==> config.mk <==
export PLATFORM = sky130hd
export DESIGN_NAME = cpu_axi4_bridge
export DESIGN_NICKNAME = d
export VERILOG_FILES = /design/src/rtl/cpu_axi4_bridge.sv
export SDC_FILE = /design/constraint.sdc
export NUM_CORES = 1
export LEC_CHECK = 0
export CORE_AREA = 2 2 116 118
export CTS_CLUSTER_SIZE = 28
export DETAILED_ROUTE_END_ITERATION = 6
export DIE_AREA = 0 0 118 120
export PLACE_DENSITY_LB_ADDON = 0.12
export SLEW_MARGIN = 20
export SYNTH_ARGS = -nofsm -noshare
export SYNTH_HDL_FRONTEND = slang
export SYNTH_SLANG_ARGS = --single-unit
==> constraint.sdc <==
create_clock -name clk -period 4.85 [get_ports clk]
set_input_delay 0.7275 -clock clk [delete_from_list [all_inputs] [get_ports clk]]
set_output_delay 0.7275 -clock clk [all_outputs]
set_load 0.01 [all_outputs]
==> src/rtl/cpu_axi4_bridge.sv <==
// cpu_axi4_bridge
//   Converts single-beat CPU load/store requests into AXI4 single-beat bursts
//   (LEN=0, SIZE=4 bytes, INCR) on one master port, one transaction at a time.
//
// Ports
//   clk, rst_n            rising-edge clock, asynchronous active-low reset
//   req_*                 CPU request channel (valid/ready, we, addr, wdata, wstrb)
//   resp_valid            one-cycle completion pulse
//   resp_rdata, resp_err  completion payload, held until the next completion
//   busy                  high while a transaction is in flight
//   M2_AXI4_AW*/W*/B*     AXI4 write address, write data and write response channels
//   M2_AXI4_AR*/R*        AXI4 read address and read data channels
//
// Misaligned requests (addr[1:0] != 0) complete with err=1, rdata=0 and never
// reach the bus. Only DATA_WIDTH = 32 is supported.
module cpu_axi4_bridge #(
    parameter int unsigned AXI4_ID_WIDTH = 4,
    parameter int unsigned ADDR_WIDTH    = 32,
    parameter int unsigned DATA_WIDTH    = 32,
    parameter int unsigned AXI_ID        = 0
) (
    input  logic                       clk,
    input  logic                       rst_n,
    // CPU side
    input  logic                       req_valid,
    output logic                       req_ready,
    input  logic                       req_we,
    input  logic [ADDR_WIDTH-1:0]      req_addr,
    input  logic [DATA_WIDTH-1:0]      req_wdata,
    input  logic [DATA_WIDTH/8-1:0]    req_wstrb,
    output logic                       resp_valid,
    output logic [DATA_WIDTH-1:0]      resp_rdata,
    output logic                       resp_err,
    output logic                       busy,
    // AXI4 write address
    output logic [AXI4_ID_WIDTH-1:0]   M2_AXI4_AWID,
    output logic [ADDR_WIDTH-1:0]      M2_AXI4_AWADDR,
    output logic [7:0]                 M2_AXI4_AWLEN,
    output logic [2:0]                 M2_AXI4_AWSIZE,
    output logic [1:0]                 M2_AXI4_AWBURST,
    output logic                       M2_AXI4_AWVALID,
    input  logic                       M2_AXI4_AWREADY,
    // AXI4 write data
    output logic [DATA_WIDTH-1:0]      M2_AXI4_WDATA,
    output logic [DATA_WIDTH/8-1:0]    M2_AXI4_WSTRB,
    output logic                       M2_AXI4_WLAST,
    output logic                       M2_AXI4_WVALID,
    input  logic                       M2_AXI4_WREADY,
    // AXI4 write response
    input  logic [AXI4_ID_WIDTH-1:0]   M2_AXI4_BID,
    input  logic [1:0]                 M2_AXI4_BRESP,
    input  logic                       M2_AXI4_BVALID,
    output logic                       M2_AXI4_BREADY,
    // AXI4 read address
    output logic [AXI4_ID_WIDTH-1:0]   M2_AXI4_ARID,
    output logic [ADDR_WIDTH-1:0]      M2_AXI4_ARADDR,
    output logic [7:0]                 M2_AXI4_ARLEN,
    output logic [2:0]                 M2_AXI4_ARSIZE,
    output logic [1:0]                 M2_AXI4_ARBURST,
    output logic                       M2_AXI4_ARVALID,
    input  logic                       M2_AXI4_ARREADY,
    // AXI4 read data
    input  logic [AXI4_ID_WIDTH-1:0]   M2_AXI4_RID,
    input  logic [DATA_WIDTH-1:0]      M2_AXI4_RDATA,
    input  logic [1:0]                 M2_AXI4_RRESP,
    input  logic                       M2_AXI4_RLAST,
    input  logic                       M2_AXI4_RVALID,
    output logic                       M2_AXI4_RREADY
);

    localparam logic [AXI4_ID_WIDTH-1:0] IdVal = AXI4_ID_WIDTH'(AXI_ID);

    typedef enum logic [2:0] {
        StIdle,
        StWrReq,
        StWrResp,
        StRdAddr,
        StRdData,
        StDone
    } state_e;

    state_e                    state_q;
    logic [ADDR_WIDTH-1:0]     addr_q;
    logic [DATA_WIDTH-1:0]     wdata_q;
    logic [DATA_WIDTH/8-1:0]   wstrb_q;
    logic                      req_ready_q;
    logic                      busy_q;
    logic                      awvalid_q;
    logic                      wvalid_q;
    logic                      bready_q;
    logic                      arvalid_q;
    logic                      rready_q;
    logic                      resp_valid_q;
    logic                      resp_err_q;
    logic [DATA_WIDTH-1:0]     resp_rdata_q;

    // A channel is finished once its valid is already down or handshakes this cycle;
    // this lets AW and W complete in either order or together.
    logic aw_clear;
    logic w_clear;
    assign aw_clear = ~awvalid_q | M2_AXI4_AWREADY;
    assign w_clear  = ~wvalid_q  | M2_AXI4_WREADY;

    always_ff @(posedge clk or negedge rst_n) begin
        if (!rst_n) begin
            state_q      <= StIdle;
            addr_q       <= '0;
            wdata_q      <= '0;
            wstrb_q      <= '0;
            req_ready_q  <= 1'b0;
            busy_q       <= 1'b0;
            awvalid_q    <= 1'b0;
            wvalid_q     <= 1'b0;
            bready_q     <= 1'b0;
            arvalid_q    <= 1'b0;
            rready_q     <= 1'b0;
            resp_valid_q <= 1'b0;
            resp_err_q   <= 1'b0;
            resp_rdata_q <= '0;
        end else begin
            unique case (state_q)
                StIdle: begin
                    req_ready_q <= 1'b1;
                    if (req_valid && req_ready_q) begin
                        req_ready_q <= 1'b0;
                        busy_q      <= 1'b1;
                        addr_q      <= req_addr;
                        wdata_q     <= req_wdata;
                        wstrb_q     <= req_wstrb;
                        if (req_addr[1:0] != 2'b00) begin
                            state_q      <= StDone;
                            resp_valid_q <= 1'b1;
                            resp_err_q   <= 1'b1;
                            resp_rdata_q <= '0;
                        end else if (req_we) begin
                            state_q   <= StWrReq;
                            awvalid_q <= 1'b1;
                            wvalid_q  <= 1'b1;
                        end else begin
                            state_q   <= StRdAddr;
                            arvalid_q <= 1'b1;
                        end
                    end
                end
                StWrReq: begin
                    if (M2_AXI4_AWREADY) awvalid_q <= 1'b0;
                    if (M2_AXI4_WREADY)  wvalid_q  <= 1'b0;
                    if (aw_clear && w_clear) begin
                        state_q  <= StWrResp;
                        bready_q <= 1'b1;
                    end
                end
                StWrResp: begin
                    if (M2_AXI4_BVALID) begin
                        state_q      <= StDone;
                        bready_q     <= 1'b0;
                        resp_valid_q <= 1'b1;
                        resp_err_q   <= (M2_AXI4_BRESP != 2'b00) | (M2_AXI4_BID != IdVal);
                        resp_rdata_q <= '0;
                    end
                end
                StRdAddr: begin
                    if (M2_AXI4_ARREADY) begin
                        state_q   <= StRdData;
                        arvalid_q <= 1'b0;
                        rready_q  <= 1'b1;
                    end
                end
                StRdData: begin
                    if (M2_AXI4_RVALID) begin
                        state_q      <= StDone;
                        rready_q     <= 1'b0;
                        resp_valid_q <= 1'b1;
                        resp_rdata_q <= M2_AXI4_RDATA;
                        resp_err_q   <= (M2_AXI4_RRESP != 2'b00) | ~M2_AXI4_RLAST
                                        | (M2_AXI4_RID != IdVal);
                    end
                end
                StDone: begin
                    state_q      <= StIdle;
                    resp_valid_q <= 1'b0;
                    busy_q       <= 1'b0;
                    req_ready_q  <= 1'b1;
                end
                default: state_q <= StIdle;
            endcase
        end
    end

    assign req_ready  = req_ready_q;
    assign busy       = busy_q;
    assign resp_valid = resp_valid_q;
    assign resp_err   = resp_err_q;
    assign resp_rdata = resp_rdata_q;

    assign M2_AXI4_AWID    = IdVal;
    assign M2_AXI4_AWADDR  = addr_q;
    assign M2_AXI4_AWLEN   = 8'd0;
    assign M2_AXI4_AWSIZE  = 3'b010;
    assign M2_AXI4_AWBURST = 2'b01;
    assign M2_AXI4_AWVALID = awvalid_q;

    assign M2_AXI4_WDATA   = wdata_q;
    assign M2_AXI4_WSTRB   = wstrb_q;
    assign M2_AXI4_WLAST   = 1'b1;
    assign M2_AXI4_WVALID  = wvalid_q;

    assign M2_AXI4_BREADY  = bready_q;

    assign M2_AXI4_ARID    = IdVal;
    assign M2_AXI4_ARADDR  = addr_q;
    assign M2_AXI4_ARLEN   = 8'd0;
    assign M2_AXI4_ARSIZE  = 3'b010;
    assign M2_AXI4_ARBURST = 2'b01;
    assign M2_AXI4_ARVALID = arvalid_q;

    assign M2_AXI4_RREADY  = rready_q;

endmodule

; ---- After elaboration in Yosys (flattened, before gate mapping)
; Index checks and enable logic that the tools add are counted.
[op_classes]
bitwise_logic = 8
reduce_logical = 25
muxes = 43
eq_ne = 16
[op_table]
columns = op, count
row1 = 2-to-1 mux 32 bit, 4
row2 = case mux 32 bit (3 select lines), 1
row3 = AND reduction 5 bit, 6
row4 = inequality test 2 bit (second input constant), 11
row5 = 2-to-1 mux 1 bit, 21
row6 = 2-to-1 mux 3 bit, 6
row7 = nonzero test 2 bit, 8
row8 = case mux 3 bit (5 select lines), 1
row9 = case mux 1 bit (2 select lines), 7
row10 = nonzero test 4 bit, 3
row11 = == test 3 x 2 -> 1 bit (second input constant), 2
row12 = == test 3 bit (second input constant), 2
row13 = AND reduction 3 bit, 2
row14 = OR 1 bit, 5
row15 = case mux 1 bit (4 select lines), 1
row16 = AND reduction 2 bit, 2
row17 = == test 3 x 1 -> 1 bit (second input constant), 1
row18 = zero test 3 bit, 1
row19 = NOT 1 bit, 3
row20 = case mux 1 bit (3 select lines), 1
row21 = nonzero test 3 bit, 1
row22 = logical AND 1 bit, 2
row23 = 2-to-1 mux 2 bit, 1
[word_totals]
out_inout_bits = 176
reg_bits = 112
input_bits = 122
elab_cells = 106

; ---- Longest topological paths before layout
; Gate-level depths: netlist of run 1.
[depth]
word_depth = 5
depth_mapped = 7
mapped_depth_nobuf = 4

; ---- Least setup slack after synthesis of run 1
; OpenSTA, ideal clock, no wires.
[synth_timing]
path_kind = input port to flip-flop
from = input req_valid
to = register wdata_q[10] (netlist: M2_AXI4_WDATA[10])
t_arrival_ns = 1.730
setup_ns = 0.125
t_required_ns = 4.725
setup_slack_ns = 2.995
n_path_buf = 2
cell_stages = 5
path_cell_list = nand2_1 > nor4_4 > buf_4 > buf_4 > mux2_2
[synth_via]
elab_chain_cells = 2
[synth_lines]
columns = item, line_no
row1 = from (decl), 25  ; input logic req_valid,
row2 = logical AND 1 bit, 124  ; if (req_valid && req_ready_q) begin
row3 = AND reduction 2 bit (no line), n/a
row4 = to (signal assigned), 128  ; wdata_q <= req_wdata;
row5 = to (decl), 84  ; logic [DATA_WIDTH-1:0] wdata_q;
; Every way passes these cells.
; A chain may end at the register's enable or synchronous reset.

; ---- Worst setup path after layout of run 1
[layout_timing]
from = input req_valid
to = register resp_err_q (netlist: resp_err)
[layout_via]
elab_chain_cells = 3
[layout_lines]
columns = item, line_no
row1 = logical AND 1 bit, 124
row2 = inequality test 2 bit (no line), n/a
row3 = AND reduction 5 bit (no line), n/a
row4 = to (signal assigned), 158  ; resp_err_q <= (M2_AXI4_BRESP != 2'b00) | (M2_AXI4_BID != IdVal);
row5 = to (signal assigned), 175  ; resp_err_q <= (M2_AXI4_RRESP != 2'b00) | ~M2_AXI4_RLAST
row6 = to (decl), 94  ; logic resp_err_q;
; Every way passes these cells.

==> results of run 1 <==
-- flip-flops by register name, summed over array words and instances (netlist names) --
name,flops
M2_AXI4_WDATA,32
M2_AXI4_WVALID,1
resp_rdata,32
M2_AXI4_AWVALID,1
resp_valid,1
M2_AXI4_ARVALID,1
M2_AXI4_ARADDR,32
busy,1
M2_AXI4_RREADY,1
req_ready,1
M2_AXI4_BREADY,1
M2_AXI4_WSTRB,4
state_q,3
resp_err,1
-- stage by stage --
stage	area (um^2)	instances	worst slack (ns)	power [W]
floorplan	5298	470	2.995	0.002956
global placement	7543	826	1.794	0.004032
detailed placement	7543	826	1.739	0.004099
CTS	7833	842	2.116	0.004853
global route	7833	842	2.010	0.005061
finish	7833	842	2.118	0.004782
-- where the power goes --
group | internal (W) | total [W] | switching [W]
combinational | 0.00144 | 0.00242 | 0.000973
sequential | 0.00134 | 0.00163 | 0.000292
clock | 0.000398 | 0.000736 | 0.000338
-- Yosys cell counts (2+ instances only) --
master | instances | share of area
sky130_fd_sc_hd__buf_6 | 4 | 0.0087
sky130_fd_sc_hd__nor2_1 | 7 | 0.0051
sky130_fd_sc_hd__clkbuf_1 | 6 | 0.0044
sky130_fd_sc_hd__inv_1 | 37 | 0.027
sky130_fd_sc_hd__mux2_1 | 4 | 0.0087
sky130_fd_sc_hd__dfrtp_1 | 112 | 0.54
sky130_fd_sc_hd__a21oi_1 | 9 | 0.0087
sky130_fd_sc_hd__conb_1 | 2 | 0.0015
sky130_fd_sc_hd__mux2i_1 | 32 | 0.062
sky130_fd_sc_hd__o22ai_1 | 3 | 0.0036
sky130_fd_sc_hd__o22a_1 | 2 | 0.0034
sky130_fd_sc_hd__buf_4 | 71 | 0.10
sky130_fd_sc_hd__o21ai_0 | 9 | 0.0087
sky130_fd_sc_hd__nor3_1 | 2 | 0.0019
sky130_fd_sc_hd__nand2_1 | 46 | 0.033
sky130_fd_sc_hd__nor4_1 | 3 | 0.0036
sky130_fd_sc_hd__mux2_2 | 65 | 0.14
sky130_fd_sc_hd__a41oi_1 | 2 | 0.0034
sky130_fd_sc_hd__buf_2 | 5 | 0.0048
sky130_fd_sc_hd__nor2b_1 | 2 | 0.0024
sky130_fd_sc_hd__a31oi_1 | 4 | 0.0048
-- worst max-delay path: cells and delay by family --
kind                   cells  cell delay (ns)
muxes                      1             0.41
and+or+nand+nor            2             1.04
AOI/OAI and AO/OA          1             0.25
buffers and inverters      1             0.52
-- kinds of logic (layout without fill, tap and decap cells) --
kind of cell | count (synthesis) | count (layout) | synth area share
multiplexers | 101 | 101 | 0.2121
flip-flops | 112 | 112 | 0.5417
other | 2 | 35 | 0.001452
buffers and inverters | 123 | 319 | 0.1478
AO/OA/AOI/OAI | 32 | 32 | 0.03797
AND/OR/NAND/NOR | 67 | 67 | 0.05901
-- path summary, 6_finish.rpt --
kind | start | end | slack [ns]
max reg2reg | state_q[1]$_DFFE_PN0P_ | resp_err$_DFFE_PN0P_ | 2.32
min in group asynchronous | rst_n | M2_AXI4_AWVALID$_DFFE_PN0P_ | 0.51
min reg2reg | M2_AXI4_WDATA[15]$_DFFE_PN0P_ | M2_AXI4_WDATA[15]$_DFFE_PN0P_ | 0.50
max in group asynchronous | rst_n | M2_AXI4_ARADDR[26]$_DFFE_PN0P_ | 3.23
max | req_valid | resp_err$_DFFE_PN0P_ | 2.12
min | M2_AXI4_WDATA[15]$_DFFE_PN0P_ | M2_AXI4_WDATA[15]$_DFFE_PN0P_ | 0.50
-- area by class of cell --
cell class	instances	area (um^2)
fillers	1087	5147
flip-flops and latches	112	2803
repair buffers	266	2650
multi-input cells	235	1732
clock buffers	10	229.0
well taps	176	220.2
inverters	37	138.9
clock inverters	6	60.06
-- metal layers --
metal / up-vias / share of wire
met1: 1887 / 0.36
met3: 33 / 0.078
met5: - / 0
met2: 189 / 0.52
met4: 0 / 0.038
li1: 1792 / -
==> summary.md, run 1 <==
| Metric | Value |
|---|---|
| Result of the run | `completed` |
| Portion of the post-synthesis area used by sequential elements | `0.5417` |
| Setup repair after global routing missed its margin | `no` |
| Global-route track usage on met3 | `0.05989` |
| Async set-reset flop share out of synthesis | `1.000` |
| Detailed placer's ending HPWL | `10.19 mm` |
| Total GRT Usage | `0.1880` |
| Global-route wire length before repair | `just over 20 mm` |
| DRC violations left | `0` |
| Root Buffer Master | `sky130_fd_sc_hd__clkbuf_16` |
| Worst voltage drop across the vdd grid | `0.3291 mV` |
| Pin count of the biggest net entering global routing | `71` |
| Number of antenna violations at the first check in global routing | `0` |
| H-Tree Depth | `3` |
| Clock tree from TritonCTS | `yes` |
| Reported leakage power | `3.298 nW` |
| Slowest stage cell on the critical path | `sky130_fd_sc_hd__and3_2` |
| Post-layout minimum cycle time | `around 2.7 ns` |
| Commonest non-fill, non-tap cell in the layout | `sky130_fd_sc_hd__clkdlybuf4s50_1` |
| Critical Path Fanout Max | `33` |
| Clock latency reported for the late side of the worst-skew pair | `about 0.35 ns` |
| Max-cap violations | `0` |
| Unique cell type count in the Yosys netlist | `31` |
| Routed via count | `between 3,000 and 4,000` |
| Width of the die | `~120 um` |
| Count of cells resized by post-cts repair | `0` |
| EDFF count, synth | `0` |
| CP max stage delay | `0.90 ns` |
| Avg WL per Cell | `approximately 16 um` |
| Synth Cell Area | `approximately 5200 um^2` |
| Ratio of final minimum period to clock period | `0.5632` |
| TritonCTS sink count | `about 110` |
| Syn Area/Cell | `~12 um^2` |
| Worst setup path category | `input port to register` |
| Most heavily used metal layer in global routing | `met2` |
| Grt met2 use | `0.3318` |
| CP Cell Sequence | `clkdlybuf4s50_1 > nand2_1 > o21ai_0 > and3_2 > mux2_2` |
| Drt first-iter violations | `around 130` |
| Final hold slack | `about 0.5 ns` |
| Fraction of final layout cells with drive strength greater than 1 | `0.1321` |
| Syn Inst Count | `437` |
| Count of final hold-check violations | `0` |
| Diodes inserted | `0` |
| Number of hold buffers added after cts | `0` |
| Setup bufs post-CTS | `0` |
| Die boundary height | `120 um` |
| Core Area | `approximately 13,000 um^2` |
| Initial Util | `0.3986` |
| Largest buffer count on any clock path | `2` |
| Kind of capture point of the worst setup path | `register` |
| Count of nets left with antenna violations after detail routing | `0` |
| Final setup violating endpoints | `0` |
| Setup crit start kind | `input port` |
| Type of the worst min-delay path | `register to register` |
| Highest-count cells in the layout ignoring fill and taps | `261 x sky130_fd_sc_hd__clkdlybuf4s50_1, 112 x sky130_fd_sc_hd__dfrtp_1, 65 x sky130_fd_sc_hd__mux2_2, 46 x sky130_fd_sc_hd__nand2_1, 37 x sky130_fd_sc_hd__inv_1` |
| Detailed Route WL | `between 10 and 15 mm` |
| Layout-stage area growth over the synthesis result | `51.39%` |
| Slew of the pin with the lowest slew margin | `around 1.0 ns` |
| Number of buffers created by CTS | `9` |
| Placer's final routability congestion estimate | `between 0.7 and 0.8` |
| Overall overflow remaining after global route | `0` |
| Req. time, crit path | `around 5.1 ns` |
| Clock transition at the registers of the reported paths | `roughly 0.080 ns` |
| CP Data Arrival Time | `roughly 3.0 ns` |
| Synth Warn # | `0` |
| Total count of max-transition violations in the final report | `0` |
| Number of placed I/O pins | `298` |
| WHS Path Cells | `1` |
| Relative slew slack | `0.3256` |
| Upper clock frequency limit | `approximately 0.37 GHz` |
| Global routing usage on met1 | `0.1997` |
| Reg2reg path depth | `4` |
| Number of flip-flops and latches in the synthesized netlist | `112` |
| Buffers on Ports | `roughly 260` |
| Summed negative setup slack over all endpoints | `0 ns` |
| Ratio of total power to cell area | `~600 nW/um^2` |
| Post-detailed-route via-to-cell ratio | `4.633` |
| Drt pass-1 iters | `4` |
| Final Util | `0.6034` |
| Post-route clock skew | `between 0.007 and 0.008 ns` |
| Post-layout net count | `783` |
| Total Die Area | `around 14,000 um^2` |
| Primary flip-flop cell chosen by synthesis mapping | `sky130_fd_sc_hd__dfrtp_1` |
| Vias in the first global route | `roughly 4,000` |
| Site row count | `42` |
No activity file was read; power rests on OpenSTA's default activity.
==> inputs of run 2 (changes only) <==
--- a/config.mk
+++ b/config.mk
@@ -5,10 +5,10 @@
 export SDC_FILE = /design/constraint.sdc
 export NUM_CORES = 1
 export LEC_CHECK = 0
-export CORE_AREA = 2 2 116 118
+export CORE_AREA = 2 2 125 127
 export CTS_CLUSTER_SIZE = 28
 export DETAILED_ROUTE_END_ITERATION = 6
-export DIE_AREA = 0 0 118 120
+export DIE_AREA = 0 0 127 129
 export PLACE_DENSITY_LB_ADDON = 0.12
 export SLEW_MARGIN = 20
 export SYNTH_ARGS = -nofsm -noshare
==> constraint.sdc (replaced) <==
create_clock -name clk -period 2.25 [get_ports clk]
set_input_delay 0.3375 -clock clk [delete_from_list [all_inputs] [get_ports clk]]
set_output_delay 0.3375 -clock clk [all_outputs]
set_load 0.01 [all_outputs]
==> summary.md, run 2 (synthesis results as in run 1) <==
| Metric | Value |
|---|---|
| Vias in the first global route | `3,998 (+0.28%)` |
| DP Cell Count | `843 (+2.1%)` |
| Post-detailed-route via-to-cell ratio | `4.463 (-3.7%)` |
| Global-route wire length before repair | `20.37 mm (-1.3%)` |
| Setup repair after global routing missed its margin | `no` |
| DRC violations left | `0 (unchanged)` |
| Reg-to-reg critical path startpoint | `state_q[1]$_DFFE_PN0P_` |
| Pin count of the biggest net entering global routing | `69 (-2.8%)` |
| Overall overflow remaining after global route | `0 (unchanged)` |
| Detailed Route WL | `13.10 mm (-2.7%)` |
| Detailed placer's ending HPWL | `9.852 mm (-3.4%)` |
| Count of final hold-check violations | `0 (unchanged)` |
| Total count of max-transition violations in the final report | `0 (unchanged)` |
| Req. time, crit path | `2.51 ns (-2.57 ns)` |
| Flop pwr share | `0.332 (-0.009)` |
| Diodes inserted | `0 (unchanged)` |
| Number of buffers created by CTS | `9 (unchanged)` |
| Count of cells resized by post-cts repair | `0 (unchanged)` |
| Summed negative setup slack over all endpoints | `0 ns (unchanged)` |
| Clock latency reported for the late side of the worst-skew pair | `0.35 ns (about the same)` |
| Type of the worst min-delay path | `input port to async pin` |
| Count of nets left with antenna violations after detail routing | `0 (unchanged)` |
| Post-layout net count | `789 (+0.77%)` |
| Worst setup path category | `register to register` |
| Buffers on Ports | `262 (unchanged)` |
| Largest buffer count on any clock path | `2 (unchanged)` |
| TritonCTS sink count | `112 (unchanged)` |
| Result of the run | `completed` |
| Site row count | `45 (+7.1%)` |
| Die boundary height | `129 um (+7.5%)` |
| Startpoint of the worst setup timing path | `state_q[1]$_DFFE_PN0P_` |
| Critical Path Fanout Max | `26 (-21%)` |
| Initial Util | `0.3454 (-0.05315)` |
| Max-cap violations | `0 (unchanged)` |
| Placer's final routability congestion estimate | `0.7986 (+1.9%)` |
| Post-route insts no fill | `860 (+2.1%)` |
| Number of placed I/O pins | `298 (unchanged)` |
| Total Die Area | `16,380 um^2 (+16%)` |
| Drt pass-1 iters | `4 (unchanged)` |
| Net load switching power | `0.003460 W (+120%)` |
| Width of the die | `127 um (+7.6%)` |
| Root Buffer Master | `sky130_fd_sc_hd__clkbuf_16` |
| Ratio of final minimum period to clock period | `0.8185` |
| Kind of capture point of the worst setup path | `register` |
| Setup crit start kind | `register` |
| Total GRT Usage | `0.1595 (-0.02856)` |
| Worst reg-to-reg setup slack | `0.41 ns (-1.91 ns)` |
| Commonest non-fill, non-tap cell in the layout | `sky130_fd_sc_hd__clkdlybuf4s50_1` |
| Number of antenna violations at the first check in global routing | `0 (unchanged)` |
| Final setup violating endpoints | `0 (unchanged)` |
| H-Tree Depth | `3 (unchanged)` |
| Post-route worst setup slack | `0.4084 ns (-1.710 ns)` |
| Clock transition at the registers of the reported paths | `0.08 ns (about the same)` |
| Reported leakage power | `3.349 nW (+1.5%)` |
| Switching share of power | `0.3324 (-0.002911)` |
| Post-route clock skew | `0.005300 ns (-0.002027 ns)` |
| Worst setup slack before clock tree synthesis | `0.1012 ns (-1.638 ns)` |
| Number of hold buffers added after cts | `1 (+1)` |
| Power Internal | `0.006949 W (+120%)` |
| Post-layout minimum cycle time | `1.842 ns` |
| Worst voltage drop across the vdd grid | `0.6891 mV (+110%)` |
| Upper clock frequency limit | `0.5430 GHz` |
| Drt first-iter violations | `133 (+4.7%)` |
| Clock tree from TritonCTS | `yes` |
| Routed via count | `3,838 (-1.6%)` |
| Ratio of total power to cell area | `1308 nW/um^2 (+110%)` |
| CP Data Arrival Time | `2.11 ns (-0.86 ns)` |
| Core Area | `14,980 um^2 (+15%)` |
| Logic gate share of total power | `0.512 (+0.007)` |
| Setup bufs post-CTS | `0 (unchanged)` |
| Capture instance of the worst register-to-register path | `resp_rdata[27]$_DFFE_PN0P_` |
| Highest-count cells in the layout ignoring fill and taps | `261 x sky130_fd_sc_hd__clkdlybuf4s50_1, 112 x sky130_fd_sc_hd__dfrtp_1, 65 x sky130_fd_sc_hd__mux2_2, 46 x sky130_fd_sc_hd__nand2_1, 37 x sky130_fd_sc_hd__inv_1` |
| Reg2reg path depth | `5 (+1)` |
| Clock group share of total power | `0.156 (+0.002)` |
| Avg WL per Cell | `15.23 um (-4.8%)` |
| Fraction of final layout cells with drive strength greater than 1 | `0.1399 (+0.007749)` |
| Fill cell instance count of the final layout | `1,292 (+19%)` |
| Layout-stage area growth over the synthesis result | `53.86%` |
==> run 2: changes by cell type in the layout (fill, tap and decap cells not counted), sizes merged <==
cell	change
buf	+5
inv	+2
clkbuf	-1
clkinv	-1
dlygate4sd3	+1
==> run 2: how the worst max path moves through the flow <==
| stage | end | slack, ns | depth (start not counted) |
|---|---|---|---|
| 6_report | resp_rdata[27]$_DFFE_PN0P_ | 0.41 | 5 |
| 5_1_grt | resp_rdata[16]$_DFFE_PN0P_ | 0.25 | 5 |
| 4_1_cts | resp_rdata[27]$_DFFE_PN0P_ | 0.38 | 5 |
| 3_5_place_dp | M2_AXI4_WSTRB[2]$_DFFE_PN0P_ | 0.10 | 5 |
| 3_3_place_gp | M2_AXI4_WDATA[19]$_DFFE_PN0P_ | 0.15 | 5 |
| 2_1_floorplan | M2_AXI4_WDATA[10]$_DFFE_PN0P_ | 0.61 | 5 |
==> run 2: layer usage <==
| metal | GRT usage | vias to the layer above | part of all wire |
|---|---|---|---|
| met2 | 0.2802 | 177 | 0.51 |
| li1 | - | 1806 | - |
| met3 | 0.07734 | 10 | 0.11 |
| met1 | 0.1740 | 1845 | 0.38 |
| met4 | 0.04008 | 0 | 0.014 |
| met5 | 0 | - | 0 |
==> run 2: power by group through the flow <==
stage	Sequential (W)	Clock [W]	Combinational, W
3_5_place_dp	0.00351	0	0.00540
4_1_cts	0.00348	0.00171	0.00541
5_1_grt	0.00360	0.00178	0.00572
6_report	0.00346	0.00162	0.00533
3_3_place_gp	0.00346	0	0.00532
2_1_floorplan	0.00380	0	0.00257
==> run 2: through the flow <==
step	hold WS (ns)	cell area, um^2	utilization	power (W)
after floorplan	0.04191	5298	-	0.006372
after global placement	0.3179	7646	0.5105	0.008787
after detailed placement	0.3174	7646	0.5105	0.008901
after CTS	0.4705	7960	0.5315	0.01060
after global routing	0.4848	7960	0.5315	0.01110
final	0.4719	7960	0.5315	0.01041
==> run 2: layout make-up <==
class | instances | area [um^2] | area share
Inverter | 37 | 138.9 | 0.01745
Tap cell | 188 | 235.2 | 0.02955
Clock buffer | 9 | 225.2 | 0.02829
Multi-Input combinational cell | 235 | 1732 | 0.2175
Timing Repair Buffer | 272 | 2748 | 0.3452
Sequential cell | 112 | 2803 | 0.3521
Clock inverter | 7 | 78.83 | 0.009903
==> run 2: worst max-delay path: stages (launching register included) <==
cell and delay, ns:
sky130_fd_sc_hd__dfrtp_1 0.57, sky130_fd_sc_hd__nand2b_1 0.26, sky130_fd_sc_hd__o22a_1 0.20, sky130_fd_sc_hd__and3_2 0.26
sky130_fd_sc_hd__buf_12 0.24, sky130_fd_sc_hd__mux2i_1 0.23
